<file path="config.mk">
export PLATFORM = sky130hd
export DESIGN_NAME = display_scan_mux
export DESIGN_NICKNAME = d
export VERILOG_FILES = /design/src/rtl/display_scan_mux.sv
export SDC_FILE = /design/constraint.sdc
export NUM_CORES = 1
export LEC_CHECK = 0
export BUFFER_PORTS_ARGS = -buffer_cell sky130_fd_sc_hd__buf_2
export CORE_MARGIN = 8
export CORE_UTILIZATION = 40
export CTS_BUF_LIST = sky130_fd_sc_hd__clkbuf_4
export DETAILED_ROUTE_END_ITERATION = 10
export HOLD_SLACK_MARGIN = 0.08
export PLACE_DENSITY_LB_ADDON = 0.12
export SETUP_SLACK_MARGIN = 0.05
export SYNTH_ARGS = -nofsm -noshare
export SYNTH_HDL_FRONTEND = slang
export SYNTH_SLANG_ARGS = --single-unit
</file>
<file path="constraint.sdc">
create_clock -name clk -period 2.7 [get_ports clk]
set_clock_uncertainty 0.15 [all_clocks]
set_input_delay 0.135 -clock clk [delete_from_list [all_inputs] [get_ports clk]]
set_output_delay 0.135 -clock clk [all_outputs]
set_load 0.02 [all_outputs]
</file>
<file path="src/rtl/display_scan_mux.sv">
// display_scan_mux: round-robin digit scanner with registered value/anode outputs.
// Optional build macro ZERO_BLANK_EN enables leading-zero suppression.
`default_nettype none

module display_scan_mux #(
    parameter int N_CH = 4,
    parameter int W    = 4,
    parameter int DIV  = 100000,
    localparam int SW  = $clog2(N_CH),
    localparam int CW  = (DIV > 1) ? $clog2(DIV) : 1
) (
    input  logic                clk,
    input  logic                rst,
    input  logic                en,
    input  logic [N_CH*W-1:0]   data,
    input  logic [N_CH-1:0]     blank,
    output logic [SW-1:0]       sel,
    output logic [W-1:0]        y,
    output logic [N_CH-1:0]     an,
    output logic                tick
);

    localparam logic [CW-1:0] C_CNT_LAST = CW'(DIV - 1);
    localparam logic [SW-1:0] C_SEL_LAST = SW'(N_CH - 1);

    logic [CW-1:0]   r_cnt;
    logic            w_slot_end;
    logic            w_last_ch;
    logic [W-1:0]    w_cur;
    logic [N_CH-1:0] w_zb;
    logic [N_CH-1:0] w_an_next;

    assign w_slot_end = (r_cnt == C_CNT_LAST);
    assign w_last_ch  = (sel == C_SEL_LAST);

`ifdef ZERO_BLANK_EN
    // Walk from the top channel down; a channel is suppressed while everything
    // at and above it is zero. Channel 0 always stays visible.
    always_comb begin
        logic w_zero_above;
        w_zero_above = 1'b1;
        w_zb         = '0;
        for (int k = N_CH - 1; k >= 1; k--) begin
            w_zero_above = w_zero_above & (data[k*W +: W] == '0);
            w_zb[k]      = w_zero_above;
        end
    end
`else
    assign w_zb = '0;
`endif

    // Decode by comparison rather than variable slicing so a non-power-of-2
    // channel count can never address past the top of data.
    always_comb begin
        w_cur     = '0;
        w_an_next = '1;
        for (int k = 0; k < N_CH; k++) begin
            if (sel == SW'(k)) begin
                w_cur = data[k*W +: W];
                if (en && !blank[k] && !w_zb[k]) begin
                    w_an_next[k] = 1'b0;
                end
            end
        end
    end

    always_ff @(posedge clk or posedge rst) begin
        if (rst) begin
            r_cnt <= '0;
            sel   <= '0;
            y     <= '0;
            an    <= '1;
            tick  <= 1'b0;
        end else begin
            y    <= w_cur;
            an   <= w_an_next;
            tick <= en && w_slot_end && w_last_ch;
            if (en) begin
                if (w_slot_end) begin
                    r_cnt <= '0;
                    sel   <= w_last_ch ? '0 : sel + 1'b1;
                end else begin
                    r_cnt <= r_cnt + 1'b1;
                end
            end
        end
    end

endmodule

`default_nettype wire

</file>
==> results.py <==
metrics = {
    "detailed_routing": {
        "wl_per_cell_um": 12.81,
        "postRouteAntennaNets": 0,
        "drtPass1Iterations": 4,
        "drt-total-wl_mm": 2.895,
        "drcViolationCount": 0,
        "viasPerCell": 4.836,
        "vias": 1093,
        "drt_iter0_markers": 47,
    },
    "die": {
        "start_util_pct": 41.04,
        "io_pins": 34,
        "dieHeight_um": 74.29,
        "die-area_mm2": 0.005518,
        "num_rows": 21,
        "fp.dieW_um": 74.29,
        "coreArea_mm2": 0.003311,
    },
    "worst_setup_path": {
        "max_stage_delay_ps": 570,
        "crit_family": "buffers and inverters",
        "end_kind": "flip-flop",
        "crit_slowest_cell": "dlygate4sd3_1",
        "cp.arrival_ps": 2240,
        "worstSetupStartpointType": "flip-flop",
        "crit_chain": "inv_1, ha_1, nor2b_1, a221oi_1, o31ai_1, dlygate4sd3_1",
        "cp.required_ps": 2780,
        "reg2reg_slack_ps": 540,
        "regToRegStartpoint": "sel[0]",
        "critPathBufInv": 2,
        "r2r_end": "y[0]",
        "critical_path_class": "flip-flop to flip-flop",
        "cp_max_fo": 6,
        "reg2reg_depth": 6,
    },
    "power": {
        "powerDensity_mw_per_mm2": 554.6,
        "ir_worst_vdd_uv": 435.0,
        "p_leak_nw": 0.7785,
    },
    "logic_synthesis": {
        "ys.flop_type": "dfrtp_1",
        "ys_seq_elements": 28,
        "synth.top_cell.area_share_pct": 44.20,
        "synth.distinct_cells": 28,
        "synth_area_leaders": "dfrtp_1 (44%), dfstp_2 (7.7%), xnor2_1 (7.7%)",
        "synthCells": 128,
        "async_reset_ff_share_pct": 100.0,
        "synth_edf_count": 0,
        "synth_nets": 156,
        "syn_avg_cell_area_um2": 10.62,
        "yosysSeqAreaShare_pct": 51.93,
        "synth_warnings": 0,
        "synth_top_area_cell": "dfrtp_1",
        "synthesis.area_mm2": 0.001359,
    },
    "final_layout": {
        "fin_nets": 209,
        "final_cell_mix": "buf_2 (33), dfrtp_1 (24), dlygate4sd3_1 (18)",
        "area_growth_pct": 32.23,
        "diodes": 0,
        "drive_above_1_share_pct": 26.11,
        "final_common_cell": "buf_2",
    },
    "sta": {
        "max_freq_ghz": 0.4629,
        "layout_min_cycle_time_ps": 2160,
        "hold_violations": 0,
        "setup_tns_ps": 0,
        "rsz0062_at_grt": "no",
        "timing.slew.headroom_pct": 64.20,
        "hold_slack_ps": 215.7,
        "maxSlewViolCount": 0,
        "finalCritPeriodShare_pct": 80.01,
        "worst_pin_slew_ps": 536.5,
        "setup_viol": 0,
    },
    "grt": {
        "first_global_vias": 1078,
        "grt_max_degree": 17,
        "groute.usage.overall_pct": 11.41,
        "grt_overflow": 0,
        "antenna_found_initial": 0,
        "grt_pass1_wl_mm": 4.892,
    },
    "placed_design": {
        "portBuffers": 33,
        "hpwl_mm": 2.127,
        "place.gp.congestion": 0.8546,
    },
    "clock_tree": {
        "cts_sinks": 28,
        "cts_buffer_depth": 2,
        "ctsResizeCount": 0,
        "path_clk_slew_ps": 150,
        "clkLatencyLatePin_ps": 330,
        "cts_root_buf": "clkbuf_4",
        "htree_levels": 1,
        "numCtsBuffers": 3,
        "tritoncts": "built",
    },
    "hold_path": {
        "hold_path.class": "input pin to asynchronous set/reset pin",
    },
    "flow_run": {
        "drv_cap": 0,
    },
    "run_status": {
        "status": "finished clean",
    },
}
## report_power, final
group | switching, mW | internal, mW | total [mW] | leakage [nW]
sequential | 0.0650 | 0.475 | 0.540 | 0.356
clock | 0.123 | 0.150 | 0.273 | 0.0279
combinational | 0.0891 | 0.0942 | 0.183 | 0.394
## how the worst max path moves through the flow
stage               from  endpoint  slack, ps  cells after the start
2_1_floorplan  r_cnt[11]    sel[0]        780                      4
3_3_place_gp   r_cnt[11]    sel[1]        660                      4
3_5_place_dp   r_cnt[11]    sel[0]        620                      4
4_1_cts           sel[0]      y[0]        510                      6
5_1_grt           sel[0]      y[0]        400                      6
6_report          sel[0]      y[0]        540                      6
## layer usage
layer | global-route usage [%] | wire length, µm | vias up | share of wire (%)
met1 | 12.33 | 1223 | 489 | 42
met5 | 0 | 0 | - | 0
li1 | - | - | 552 | -
met3 | 4.043 | 317 | 10 | 11
met2 | 19.34 | 1282 | 42 | 44
met4 | 5.652 | 71 | 0 | 2.5
## cell families after synthesis
logic type | after synthesis | synth area share [%]
and+or+nand+nor | 58 | 22.84
adders and majority gates | 5 | 4.604
buffers and inverters | 9 | 3.223
muxes | 3 | 2.394
AOI/OAI and AO/OA | 9 | 4.696
DFF | 28 | 51.93
xor gates and xnor gates | 16 | 10.31
## Yosys cell counts, drive strengths merged (4+ instances only)
cell,count
dfrtp,24
nor2,13
xnor2,12
nand2,10
nand4,9
nor3,6
ha,5
inv,5
nand3b,5
dfstp,4
nand3,4
nor2b,4
xor2,4
## per-stage QoR
step	utilization (%)	area (µm²)	std cells	worst slack [ps]	power, mW
floorplan	-	1359	128	782.1	0.6604
global placement	47.24	1564	204	658.3	0.7076
detailed placement	47.24	1564	204	623.5	0.7155
CTS	54.27	1797	226	510.5	1.009
global route	54.27	1797	226	397.6	1.061
finish	54.27	1797	226	539.6	0.9965
## layout make-up
cell class	count	area [µm²]
Fill cell	303	1514
Sequential cell	28	705.7
Multi-Input combinational cell	91	609.3
Timing Repair Buffer	52	352.8
Tap cell	46	57.56
Clock inverter	1	30.03
Clock buffer	3	22.52
Inverter	5	18.77
## flip-flops by register name, summed over array words and instances (netlist names)
register,cells
an,4
r_cnt,17
sel,2
tick,1
y,4
## what timing repair did
| item | CTS | global route |
|---|---|---|
| hold buffers | 18 | 0 |
| hold endpoints to repair | 25 | 0 |
| buffers inserted | 0 | 0 |
| setup endpoints to repair | 0 | 0 |
## tightest hold or removal path, stage by stage
cell	delay (ps)
dlygate4sd3_1	530
buf_2	120
inv_1	390
No activity file was read; power rests on OpenSTA's default activity.
